## config.mk

```make
export PLATFORM = sky130hd
export DESIGN_NAME = mem_access_sequencer_flat
export DESIGN_NICKNAME = d
export VERILOG_FILES = /design/src/rtl/lsu_pkg.sv /design/src/rtl/mem_access_sequencer_if.sv /design/src/rtl/lsu_align.sv /design/src/rtl/mem_access_sequencer.sv /design/src/flat_wrapper.sv
export SDC_FILE = /design/constraint.sdc
export NUM_CORES = 1
export LEC_CHECK = 0
export ABC_AREA = 0
export BUFFER_PORTS_ARGS = -buffer_cell sky130_fd_sc_hd__buf_2
export CORE_ASPECT_RATIO = 0.5
export CORE_MARGIN = 10
export CORE_UTILIZATION = 23
export CTS_CLUSTER_DIAMETER = 50
export CTS_CLUSTER_SIZE = 10
export DETAILED_ROUTE_END_ITERATION = 8
export GPL_TIMING_DRIVEN = 1
export HOLD_SLACK_MARGIN = 0.1
export PLACE_DENSITY_LB_ADDON = 0.05
export SKIP_LAST_GASP = 1
export SYNTH_ARGS = -nofsm -noshare
export SYNTH_HDL_FRONTEND = slang
export SYNTH_SLANG_ARGS = --single-unit
```

## constraint.sdc

```tcl
create_clock -name clk -period 2.35 [get_ports clk]
set_input_delay 0.3525 -clock clk [delete_from_list [all_inputs] [get_ports clk]]
set_output_delay 0.3525 -clock clk [all_outputs]
set_load 0.01 [all_outputs]
```

## src/rtl/lsu_pkg.sv

```systemverilog
// Shared types and decode helpers for the load/store sequencer.
package lsu_pkg;

  localparam logic [2:0] LB  = 3'b000;
  localparam logic [2:0] LH  = 3'b001;
  localparam logic [2:0] LW  = 3'b010;
  localparam logic [2:0] LBU = 3'b100;
  localparam logic [2:0] LHU = 3'b101;
  localparam logic [2:0] SB  = 3'b000;
  localparam logic [2:0] SH  = 3'b001;
  localparam logic [2:0] SW  = 3'b010;

  typedef enum logic [2:0] {
    ST_IDLE    = 3'd0,
    ST_ISSUE0  = 3'd1,
    ST_ISSUE1  = 3'd2,
    ST_CAPTURE = 3'd3,
    ST_RESP    = 3'd4
  } lsu_state_t;

  // Access size in bytes; 0 for encodings that carry no size.
  function automatic logic [2:0] access_size(input logic [2:0] funct3);
    case (funct3)
      LB, LBU: return 3'd1;
      LH, LHU: return 3'd2;
      LW:      return 3'd4;
      default: return 3'd0;
    endcase
  endfunction

  function automatic logic access_legal(input logic we, input logic [2:0] funct3);
    if (we) return (funct3 == SB) || (funct3 == SH) || (funct3 == SW);
    return (funct3 == LB) || (funct3 == LH) || (funct3 == LW) ||
           (funct3 == LBU) || (funct3 == LHU);
  endfunction

endpackage

```

## src/rtl/mem_access_sequencer_if.sv

```systemverilog
// Request, RAM and response signals of the load/store sequencer.
// Handshake: a request transfers on a rising edge where req_valid && req_ready;
// req_* must hold stable while req_valid is high and req_ready is low.
// rsp_valid is a single-cycle pulse with no back-pressure.
interface mem_access_sequencer_if #(
  parameter int ADDR_W = 10
) ();
  logic              req_valid;
  logic              req_ready;
  logic              req_we;
  logic [2:0]        req_funct3;
  logic [31:0]       req_addr;
  logic [31:0]       req_wdata;
  logic [ADDR_W-1:0] mem_addr;
  logic [3:0]        mem_byteen;
  logic [31:0]       mem_wdata;
  logic              mem_wren;
  logic [31:0]       mem_rdata;
  logic              rsp_valid;
  logic [31:0]       rsp_rdata;
  logic              rsp_err;

  // Environment side: execute stage plus RAM.
  modport master (
    output req_valid, req_we, req_funct3, req_addr, req_wdata, mem_rdata,
    input  req_ready, mem_addr, mem_byteen, mem_wdata, mem_wren,
           rsp_valid, rsp_rdata, rsp_err
  );

  // Sequencer side.
  modport slave (
    input  req_valid, req_we, req_funct3, req_addr, req_wdata, mem_rdata,
    output req_ready, mem_addr, mem_byteen, mem_wdata, mem_wren,
           rsp_valid, rsp_rdata, rsp_err
  );
endinterface

```

## src/rtl/lsu_align.sv

```systemverilog
// Byte-lane mask generation, store data shift and load merge/extend.
module lsu_align
  import lsu_pkg::*;
(
  input  logic [2:0]  funct3,
  input  logic [1:0]  offset,
  input  logic [31:0] wdata,
  input  logic [31:0] rword0,
  input  logic [31:0] rword1,
  output logic [3:0]  byteen0,
  output logic [3:0]  byteen1,
  output logic        split,
  output logic [31:0] wdata0,
  output logic [31:0] wdata1,
  output logic [31:0] rdata
);

  logic [2:0]  size;
  logic [5:0]  shamt;
  logic [7:0]  mask8;
  logic [63:0] w64;
  logic [63:0] r64;
  logic [31:0] low;

  always_comb begin
    size    = access_size(funct3);
    shamt   = {offset, 3'b000};
    // A mask spilling into bits [7:4] means the access crosses into the next word.
    mask8   = ((8'd1 << size) - 8'd1) << offset;
    byteen0 = mask8[3:0];
    byteen1 = mask8[7:4];
    split   = (mask8[7:4] != 4'b0000);

    w64     = {32'b0, wdata} << shamt;
    wdata0  = w64[31:0];
    wdata1  = w64[63:32];

    r64     = {rword1, rword0} >> shamt;
    low     = r64[31:0];
    rdata   = low;
    case (funct3)
      LB:      rdata = {{24{low[7]}}, low[7:0]};
      LH:      rdata = {{16{low[15]}}, low[15:0]};
      LBU:     rdata = {24'b0, low[7:0]};
      LHU:     rdata = {16'b0, low[15:0]};
      default: rdata = low;
    endcase
  end

endmodule

```

## src/rtl/mem_access_sequencer.sv

```systemverilog
// One-at-a-time load/store sequencer in front of a single-port data RAM;
// word-crossing accesses become two RAM cycles.
module mem_access_sequencer
  import lsu_pkg::*;
#(
  parameter int ADDR_W           = 10,
  parameter bit ALLOW_MISALIGNED = 1'b1
) (
  input  logic                   clk,
  input  logic                   rst,
  mem_access_sequencer_if.slave  bus,
  output lsu_state_t             dbg_state
);

  lsu_state_t        state, state_nx;
  logic              req_we_q;
  logic [2:0]        req_f3_q;
  logic [31:0]       req_addr_q;
  logic [31:0]       req_wdata_q;
  logic              split_q;
  logic [31:0]       word0_q;
  logic [31:0]       rsp_rdata_q;
  logic              rsp_err_q;

  logic              idle;
  logic [2:0]        al_f3;
  logic [1:0]        al_off;
  logic [31:0]       al_rword0;
  logic [31:0]       al_rword1;
  logic [3:0]        al_be0, al_be1;
  logic              al_split;
  logic [31:0]       al_wd0, al_wd1, al_rdata;
  logic              reject;
  logic [ADDR_W-1:0] word0_addr;
  logic [ADDR_W-1:0] word1_addr;

  // In IDLE the aligner looks at the live request so the split/reject
  // decision is made on the accept edge; afterwards it sees the latched copy.
  always_comb begin
    idle       = (state == ST_IDLE);
    al_f3      = idle ? bus.req_funct3 : req_f3_q;
    al_off     = idle ? bus.req_addr[1:0] : req_addr_q[1:0];
    al_rword0  = split_q ? word0_q : bus.mem_rdata;
    al_rword1  = split_q ? bus.mem_rdata : 32'b0;
    reject     = !access_legal(bus.req_we, bus.req_funct3) ||
                 (al_split && !ALLOW_MISALIGNED);
    word0_addr = req_addr_q[ADDR_W+1:2];
    word1_addr = word0_addr + ADDR_W'(1);
  end

  lsu_align u_align (
    .funct3  (al_f3),
    .offset  (al_off),
    .wdata   (req_wdata_q),
    .rword0  (al_rword0),
    .rword1  (al_rword1),
    .byteen0 (al_be0),
    .byteen1 (al_be1),
    .split   (al_split),
    .wdata0  (al_wd0),
    .wdata1  (al_wd1),
    .rdata   (al_rdata)
  );

  always_ff @(posedge clk) begin
    if (rst) state <= ST_IDLE;
    else     state <= state_nx;
  end

  always_comb begin
    state_nx = state;
    case (state)
      ST_IDLE:
        if (bus.req_valid) state_nx = reject ? ST_RESP : ST_ISSUE0;
      ST_ISSUE0:
        if (split_q)       state_nx = ST_ISSUE1;
        else if (req_we_q) state_nx = ST_RESP;
        else               state_nx = ST_CAPTURE;
      ST_ISSUE1:  state_nx = req_we_q ? ST_RESP : ST_CAPTURE;
      ST_CAPTURE: state_nx = ST_RESP;
      ST_RESP:    state_nx = ST_IDLE;
      default:    state_nx = ST_IDLE;
    endcase
  end

  // mem_wren is gated by rst so a reset landing on an issue cycle writes nothing.
  always_comb begin
    bus.req_ready  = idle;
    bus.rsp_valid  = (state == ST_RESP);
    bus.rsp_rdata  = rsp_rdata_q;
    bus.rsp_err    = rsp_err_q;
    bus.mem_addr   = '0;
    bus.mem_byteen = 4'b0000;
    bus.mem_wdata  = 32'b0;
    bus.mem_wren   = 1'b0;
    dbg_state      = state;
    case (state)
      ST_ISSUE0: begin
        bus.mem_addr   = word0_addr;
        bus.mem_byteen = al_be0;
        if (req_we_q) begin
          bus.mem_wdata = al_wd0;
          bus.mem_wren  = !rst;
        end
      end
      ST_ISSUE1: begin
        bus.mem_addr   = word1_addr;
        bus.mem_byteen = al_be1;
        if (req_we_q) begin
          bus.mem_wdata = al_wd1;
          bus.mem_wren  = !rst;
        end
      end
      default: ;
    endcase
  end

  always_ff @(posedge clk) begin
    if (rst) begin
      req_we_q    <= 1'b0;
      req_f3_q    <= 3'b000;
      req_addr_q  <= 32'b0;
      req_wdata_q <= 32'b0;
      split_q     <= 1'b0;
      word0_q     <= 32'b0;
      rsp_rdata_q <= 32'b0;
      rsp_err_q   <= 1'b0;
    end else begin
      case (state)
        ST_IDLE: begin
          rsp_rdata_q <= 32'b0;
          rsp_err_q   <= bus.req_valid && reject;
          if (bus.req_valid) begin
            req_we_q    <= bus.req_we;
            req_f3_q    <= bus.req_funct3;
            req_addr_q  <= bus.req_addr;
            req_wdata_q <= bus.req_wdata;
            split_q     <= al_split;
          end
        end
        // Read data for the word0 address issued last cycle arrives now.
        ST_ISSUE1:  if (!req_we_q) word0_q <= bus.mem_rdata;
        ST_CAPTURE: rsp_rdata_q <= al_rdata;
        default: ;
      endcase
    end
  end

endmodule

```

## src/flat_wrapper.sv

```systemverilog
// flat-port wrapper written by rule: the top's interface ports become plain ports
module mem_access_sequencer_flat import lsu_pkg::*;
#(
  parameter int ADDR_W           = 10,
  parameter bit ALLOW_MISALIGNED = 1'b1
)
  (clk, rst, dbg_state, bus_req_valid, bus_req_we, bus_req_funct3, bus_req_addr, bus_req_wdata, bus_mem_rdata, bus_req_ready, bus_mem_addr, bus_mem_byteen, bus_mem_wdata, bus_mem_wren, bus_rsp_valid, bus_rsp_rdata, bus_rsp_err);
  mem_access_sequencer_if #(.ADDR_W(ADDR_W)) bus_i ();
  input  logic clk;
  input  logic rst;
  output lsu_state_t dbg_state;
  input wire logic [$bits(bus_i.req_valid)-1:0] bus_req_valid;
  input wire logic [$bits(bus_i.req_we)-1:0] bus_req_we;
  input wire logic [$bits(bus_i.req_funct3)-1:0] bus_req_funct3;
  input wire logic [$bits(bus_i.req_addr)-1:0] bus_req_addr;
  input wire logic [$bits(bus_i.req_wdata)-1:0] bus_req_wdata;
  input wire logic [$bits(bus_i.mem_rdata)-1:0] bus_mem_rdata;
  output wire logic [$bits(bus_i.req_ready)-1:0] bus_req_ready;
  output wire logic [$bits(bus_i.mem_addr)-1:0] bus_mem_addr;
  output wire logic [$bits(bus_i.mem_byteen)-1:0] bus_mem_byteen;
  output wire logic [$bits(bus_i.mem_wdata)-1:0] bus_mem_wdata;
  output wire logic [$bits(bus_i.mem_wren)-1:0] bus_mem_wren;
  output wire logic [$bits(bus_i.rsp_valid)-1:0] bus_rsp_valid;
  output wire logic [$bits(bus_i.rsp_rdata)-1:0] bus_rsp_rdata;
  output wire logic [$bits(bus_i.rsp_err)-1:0] bus_rsp_err;
  assign bus_i.req_valid = bus_req_valid;
  assign bus_i.req_we = bus_req_we;
  assign bus_i.req_funct3 = bus_req_funct3;
  assign bus_i.req_addr = bus_req_addr;
  assign bus_i.req_wdata = bus_req_wdata;
  assign bus_i.mem_rdata = bus_mem_rdata;
  assign bus_req_ready = bus_i.req_ready;
  assign bus_mem_addr = bus_i.mem_addr;
  assign bus_mem_byteen = bus_i.mem_byteen;
  assign bus_mem_wdata = bus_i.mem_wdata;
  assign bus_mem_wren = bus_i.mem_wren;
  assign bus_rsp_valid = bus_i.rsp_valid;
  assign bus_rsp_rdata = bus_i.rsp_rdata;
  assign bus_rsp_err = bus_i.rsp_err;
  mem_access_sequencer #(.ADDR_W(ADDR_W), .ALLOW_MISALIGNED(ALLOW_MISALIGNED)) u_core (.clk(clk), .rst(rst), .bus(bus_i), .dbg_state(dbg_state));
endmodule
```

# After elaboration in Yosys (flattened, before gate mapping)
# Cells that the tools add are included.
[totals] word_cells=68 out_inout_bits=85 register_bits=117 inputBits=103
[op_classes] n_reduce_logical=17 n_shift=4 add_sub_neg=2 bitwise=1 mux=22 eq_ne=13
[ops] cell="32-bit two-way mux" n=4
[ops] cell="32-bit one-hot mux with 2 select lines" n=2
[ops] cell="32-bit one-hot mux with 4 select lines" n=1
[ops] cell="32-bit by 5-bit << shifter with 64-bit output" n=1
[ops] cell="64-bit by 5-bit right shift with 32-bit output" n=1
[ops] cell="10-bit one-hot mux with 2 select lines" n=1
[ops] cell="3-bit == test, second input constant" n=5
[ops] cell="3-bit two-way mux" n=5
[ops] cell="3-bit by 2-bit == test with 1-bit output, second input constant" n=4
[ops] cell="3-bit one-hot mux with 4 select lines" n=1
[ops] cell="10-bit by 1-bit adder with 10-bit output, second input constant" n=1
[ops] cell="3-bit by 1-bit == test with 1-bit output, second input constant" n=3
[ops] cell="3-bit logical NOT" n=3
[ops] cell="3-bit one-hot mux with 3 select lines" n=1
[ops] cell="4-bit one-hot mux with 2 select lines" n=1
[ops] cell="1-bit by 3-bit << shifter with 8-bit output, first input constant" n=1
[ops] cell="8-bit by 2-bit << shifter with 8-bit output" n=1
[ops] cell="8-bit by 1-bit subtractor with 8-bit output, second input constant" n=1
[ops] cell="2-bit OR reduction" n=3
[ops] cell="1-bit two-way mux" n=5
[ops] cell="1-bit logical OR" n=4
[ops] cell="2-bit AND reduction" n=2
[ops] cell="4-bit nonzero test" n=1
[ops] cell="1-bit logical NOT" n=2
[ops] cell="other kinds (5)" n=5

# Depth between registers and ports, before layout
[depth] word_depth=9 depth_mapped=10 ltp_nobuf=9

# Hierarchy
# From an unflattened synthesis, not the netlist that was laid out.
[unflattened] hier_cells=1012 hier_area_um2=7723.7
[by_module_without_submodules] mod="mem_access_sequencer" seq_area_each_um2=2342.2 cells_each=715 n_inst=1 area_each_um2=5524.0
[by_module_without_submodules] mod="lsu_align" seq_area_each_um2=0.0 cells_each=297 n_inst=1 area_each_um2=2199.6

# Worst setup path after synthesis
# Ideal clock, no wire load.
[synth_timing] path_type="register to output" startpoint="register u_core.state[1], in the netlist u_core.dbg_state[1]" endpoint="output port bus_mem_byteen[3]" required_time_ps=1997 setup_slack_ps=-374 t_arrival_ps=2372 path_buffers=1 stages_incl_launch_ff=11 cell_sequence="dfxtp_1 -> or3_1 -> buf_2 -> clkinv_1 -> o31ai_2 -> inv_1 -> ha_1 -> nand2_1 -> o21ai_0 -> or2_2 -> o211ai_1"
[synth_via] elab_chain_len=9 word_cells_on_any_way=17 cone_classes="add/sub: 1; eq/ne: 6; shift: 2; mux: 4; reduce/logical: 4"
[synth_rtl] item="from (decl)" line="mem_access_sequencer.sv:15" rtl="lsu_state_t state, state_nx;"
[synth_rtl] item="from (signal assigned)" line="mem_access_sequencer.sv:67" rtl="else state <= state_nx;"
[synth_rtl] item="3-bit logical NOT (*)" line="mem_access_sequencer.sv:40" rtl="idle = (state == ST_IDLE);"
[synth_rtl] item="net bus_req_ready" line="flat_wrapper.sv:18" rtl="output wire logic [$bits(bus_i.req_ready)-1:0] bus_req_ready;"
[synth_rtl] item="3-bit two-way mux" line="mem_access_sequencer.sv:41" rtl="al_f3 = idle ? bus.req_funct3 : req_f3_q;"
[synth_rtl] item="3-bit == test (tied with other cells)" line="lsu_pkg.sv:23" rtl="case (funct3)"
[synth_rtl] item="2-bit OR reduction" line="lsu_pkg.sv:23"
[synth_rtl] item="3-bit one-hot mux with 3 select lines" line="lsu_pkg.sv:23"
[synth_rtl] item="1-bit by 3-bit << shifter with 8-bit output" line="lsu_align.sv:29" rtl="mask8 = ((8'd1 << size) - 8'd1) << offset;"
[synth_rtl] item="8-bit by 1-bit subtractor with 8-bit output" line="lsu_align.sv:29"
[synth_rtl] item="8-bit by 2-bit << shifter with 8-bit output (*)" line="lsu_align.sv:29"
[synth_rtl] item="4-bit one-hot mux with 2 select lines (*)" line="mem_access_sequencer.sv:97" rtl="case (state)"
[synth_rtl] item="to (decl)" line="flat_wrapper.sv:20" rtl="output wire logic [$bits(bus_i.mem_byteen)-1:0] bus_mem_byteen;"
# Mark *: on every way through the listed nets, which the timed path passes. The rest lies on a longest branch.

# Worst setup path after layout
[layout_timing] startpoint="register u_core.state[0], in the netlist u_core.dbg_state[0]" endpoint="output port bus_mem_byteen[3]"
[layout_via] elab_chain_len=9 word_cells_on_any_way=17 cone_classes="add/sub: 1; eq/ne: 6; shift: 2; mux: 4; reduce/logical: 4"
[layout_rtl] item="3-bit logical NOT" line="mem_access_sequencer.sv:40"
[layout_rtl] item="3-bit two-way mux" line="mem_access_sequencer.sv:41"
[layout_rtl] item="3-bit == test (tied with other cells)" line="lsu_pkg.sv:23"
[layout_rtl] item="2-bit OR reduction" line="lsu_pkg.sv:23"
[layout_rtl] item="3-bit one-hot mux with 3 select lines" line="lsu_pkg.sv:23"
[layout_rtl] item="1-bit by 3-bit << shifter with 8-bit output" line="lsu_align.sv:29"
[layout_rtl] item="8-bit by 1-bit subtractor with 8-bit output" line="lsu_align.sv:29"
[layout_rtl] item="8-bit by 2-bit << shifter with 8-bit output" line="lsu_align.sv:29"
[layout_rtl] item="4-bit one-hot mux with 2 select lines (*)" line="mem_access_sequencer.sv:97"
# Every way passes the cells marked *; elsewhere a longest branch is shown, timed or not.

==> metrics <==
outcome=complete, but fails checks; Worst-Skew Late Latency=0.44 ns; Yosys warning total=0; net switching power of the design=3193 µW; final period demand of the worst path=2.948 ns; GRT Residual Overflow=0; worst slew pin tran=0.7070 ns; Max H-tree Level=4; number of DRC violations after detailed routing=0; total placed cells including tap cells=1,586; clock tree from TritonCTS=built; Required @ worst endpoint=2.00 ns; Port Buffer Count=167; Slew Limit Fails=0; share of flip-flops with an asynchronous set or reset=0%; total non-filler cell area in the finished layout=11,280 µm²; Finish-stage setup viols=63; critical setup path kind=flip-flop to output port; EDFF count, synth=0; Cell Area, Placed=9149 µm²; final weighted congestion of routability-driven global placement=0.7834; total standard cell area after synthesis=7078 µm²; DR iter-0 viols=423; filler-free cell count of the finished design=1,653; Synth area leaders=sky130_fd_sc_hd__dfxtp_1, sky130_fd_sc_hd__nand2_1, sky130_fd_sc_hd__a21oi_1; share of cells above drive strength 1=39.23%; area added between synthesis and finish=59.34%; final-report hold violation count=0; Peak supply drop=0.0006270 V; unrepaired setup endpoints after global routing=yes; maximum count of clock buffers along a single path=2; Synthesized Nets=1,088; cell at the root of the clock tree=sky130_fd_sc_hd__clkbuf_16; clock transition at the register clock pins on the worst setup and hold paths after CTS=0.06 ns; antenna cells=0; initial antenna violation count=0; area of the die=38,620 µm²; IO Pins=188; Die X=268.1 µm; type of the most critical hold path=input pin to flip-flop; final WL=33.46 mm; final worst-path cycle share=125.4%; wire length of the first global-routing pass=50.00 mm; syn_area_per_cell=7.200 µm²; worst hold path cell count=3; reg2reg path depth=12; worst path setup slack after routing=-0.5977 ns; Synth cell types=69; Internal Pwr Total=5724 µW; remaining antenna violation count=0; number of hold buffers added after cts=0; number of maximum-capacitance constraint violations=0; total core area=30,350 µm²; top-area cell type share of the netlist area=33.09%; combinational cell fraction of total power=42.4%; sequential group share of total power=25.6%; Power per Cell Area=790.7 nW/µm²; per-cell via count in the routed design=4.989; pin count of the biggest net entering global routing=51; FMAX=0.3392 GHz; final net count=1,347; cell count after synthesis=983; number of flip-flops and latches in the synthesized netlist=117; flip-flop cell with the highest count after synthesis=sky130_fd_sc_hd__dfxtp_1; setup skew after layout=0.008363 ns; endpoint type of the worst setup path=output port; number of vias after detailed routing=8,247; share of the yosys chip area belonging to registers=33.09%; kind of start point of the critical path=flip-flop; failing checks=setup timing; Yosys top cell by area=sky130_fd_sc_hd__dfxtp_1; endpoint arrival time on the critical path=2.60 ns; Global Route Usage Sum=16.96%; Die Ht=144.0 µm; total half-perimeter wirelength after legalization and detailed placement=23.44 mm; row count=45; Routed wire per std cell=20.24 µm; Max Fanout on Critical Path=3; switching part of the total power=35.81%; part of the power in the clock network=32.0%; via count of the first global-routing pass=8,183; DRT Pass-1 Iters=5; number of buffers added by the clock tree synthesis step=17; clk sink count=117; Worst slew margin=52.66%; Leak=0.004518 µW; starting density of the core=23.32%
power groups by stage:
stage          registers [µW]  clock network (µW)  logic, µW
6_report                 2280                2850       3780
5_1_grt                  2300                3010       4050
4_1_cts                  2270                2940       3430
3_5_place_dp             2300                   0       2740
3_3_place_gp             2290                   0       2740
2_1_floorplan            2240                   0       1630
routing by layer:
metal  GRT usage (%)  vias up  wire length [µm]
li1                -     4037                 -
met1           20.72     4041             15260
met2           30.00      133             16710
met3           3.153       36               892
met4           4.908        0               597
met5               0        -                 0
Yosys cell counts (5+ instances only):
master                      count
sky130_fd_sc_hd__a2111oi_0     13
sky130_fd_sc_hd__a211oi_1      24
sky130_fd_sc_hd__a21o_1         6
sky130_fd_sc_hd__a21oi_1      125
sky130_fd_sc_hd__a221oi_1      10
sky130_fd_sc_hd__a22oi_1       12
sky130_fd_sc_hd__a31oi_1       11
sky130_fd_sc_hd__and2_1         5
sky130_fd_sc_hd__and3_1        31
sky130_fd_sc_hd__buf_2         24
sky130_fd_sc_hd__buf_4          9
sky130_fd_sc_hd__clkbuf_1      44
sky130_fd_sc_hd__dfxtp_1      117
sky130_fd_sc_hd__mux2i_1       41
sky130_fd_sc_hd__nand2_1      290
sky130_fd_sc_hd__nand2b_1      10
sky130_fd_sc_hd__nand3_1       14
sky130_fd_sc_hd__nor2_1        37
sky130_fd_sc_hd__nor2b_1        6
sky130_fd_sc_hd__nor3_1        14
sky130_fd_sc_hd__o21ai_0       34
sky130_fd_sc_hd__o21ai_1       11
sky130_fd_sc_hd__o22ai_1       19
sky130_fd_sc_hd__or3_1          6
final cells by class:
class / count / area, µm²
fillers: 3156 / 19070
clock inverters: 9 / 150.1
multi-input cells: 782 / 5311
well taps: 399 / 499.2
flip-flops and latches: 117 / 2354
repair buffers: 320 / 2470
clock buffers: 22 / 474.2
inverters: 4 / 20.02
sequential cells by signal, summed over array words and instances (netlist names):
name,cells
u_core.req_wdata_q,32
u_core.bus.rsp_err,1
u_core.bus.rsp_rdata,32
u_core.req_f3_q,3
u_core.split_q,1
u_core.req_addr_q,12
u_core.word0_q,32
u_core.req_we_q,1
u_core.dbg_state,3
cells in the final DEF, fill, tap and decap left out, types with 5 or more instances in the layout:
cell type | synthesis | final
sky130_fd_sc_hd__nand2_1 | 290 | 287
sky130_fd_sc_hd__buf_2 | 24 | 162
sky130_fd_sc_hd__a21oi_1 | 125 | 121
sky130_fd_sc_hd__dfxtp_1 | 117 | 112
sky130_fd_sc_hd__buf_4 | 9 | 107
sky130_fd_sc_hd__nor2_1 | 37 | 32
sky130_fd_sc_hd__buf_12 | 0 | 23
sky130_fd_sc_hd__and3_1 | 31 | 22
sky130_fd_sc_hd__buf_6 | 3 | 22
sky130_fd_sc_hd__o21ai_0 | 34 | 21
sky130_fd_sc_hd__o21ai_1 | 11 | 20
sky130_fd_sc_hd__clkbuf_16 | 0 | 19
sky130_fd_sc_hd__mux2i_1 | 41 | 17
sky130_fd_sc_hd__nand3_1 | 14 | 14
sky130_fd_sc_hd__mux2i_4 | 0 | 13
sky130_fd_sc_hd__a211oi_2 | 1 | 13
sky130_fd_sc_hd__a2111oi_4 | 1 | 12
sky130_fd_sc_hd__o22ai_1 | 19 | 11
sky130_fd_sc_hd__mux2i_2 | 0 | 11
sky130_fd_sc_hd__nor3_1 | 14 | 11
sky130_fd_sc_hd__a211oi_1 | 24 | 11
sky130_fd_sc_hd__a22oi_1 | 12 | 10
sky130_fd_sc_hd__and3_4 | 0 | 9
sky130_fd_sc_hd__a221oi_1 | 10 | 8
sky130_fd_sc_hd__o22ai_2 | 0 | 7
sky130_fd_sc_hd__nand2b_1 | 10 | 6
sky130_fd_sc_hd__a21o_1 | 6 | 6
sky130_fd_sc_hd__nor2b_1 | 6 | 5
sky130_fd_sc_hd__a31oi_2 | 1 | 5
path summary, 6_finish.rpt:
check | from | end | slack (ns)
setup / recovery | u_core.dbg_state[0] | bus_mem_byteen[3] | -0.60
hold / removal | bus_req_addr[2] | u_core.req_addr_q[2] | 0.14
setup reg to reg | u_core.dbg_state[0] | u_core.bus.rsp_rdata[18] | -0.20
hold reg to reg | u_core.bus.rsp_rdata[9] | u_core.bus.rsp_rdata[9] | 0.45
kinds of logic (layout without fill, tap and decap cells):
logic type      Yosys count  count (layout)  synth area share (%)
simple gates            430             431                 26.73
compound gates          301             301                 27.17
flops                   117             117                 33.09
buf+inv                  85             355                 5.727
mux                      44              44                 6.434
xor+xnor                  4               4                0.4951
fa+ha+maj                 2               2                0.3535
critical path, stage by stage, from the launching register on:
cell,delay [ns]
sky130_fd_sc_hd__dfxtp_4,0.34
sky130_fd_sc_hd__or3_4,0.41
sky130_fd_sc_hd__or3_4,0.39
sky130_fd_sc_hd__o31ai_4,0.07
sky130_fd_sc_hd__inv_2,0.08
sky130_fd_sc_hd__ha_4,0.23
sky130_fd_sc_hd__nand2_1,0.06
sky130_fd_sc_hd__o21ai_1,0.07
sky130_fd_sc_hd__or2_4,0.22
sky130_fd_sc_hd__o211ai_1,0.11
sky130_fd_sc_hd__buf_2,0.17
timing repair:
item / 4_1_cts / 5_1_grt
setup buffers: 19 / 14
pin swaps: 38 / 39
cloned: 4 / 2
gates resized for setup: 149 / 76
setup endpoints to repair: 73 / 71
metrics by stage:
step	hold slack [ns]	setup TNS [ns]	util, %	setup WS, ns	total power (µW)
detailed placement	0.4452	-8.801	30.15	-0.3953	5035
CTS	0.1218	-20.34	35.35	-0.6629	8632
global route	0.1422	-25.33	37.16	-0.7335	9361
floorplan	0.4317	-0.3106	-	-0.1269	3873
finish	0.1435	-19.40	37.16	-0.5977	8918
global placement	0.4397	-8.200	30.15	-0.3785	5030
(Power assumes the default switching activity.)
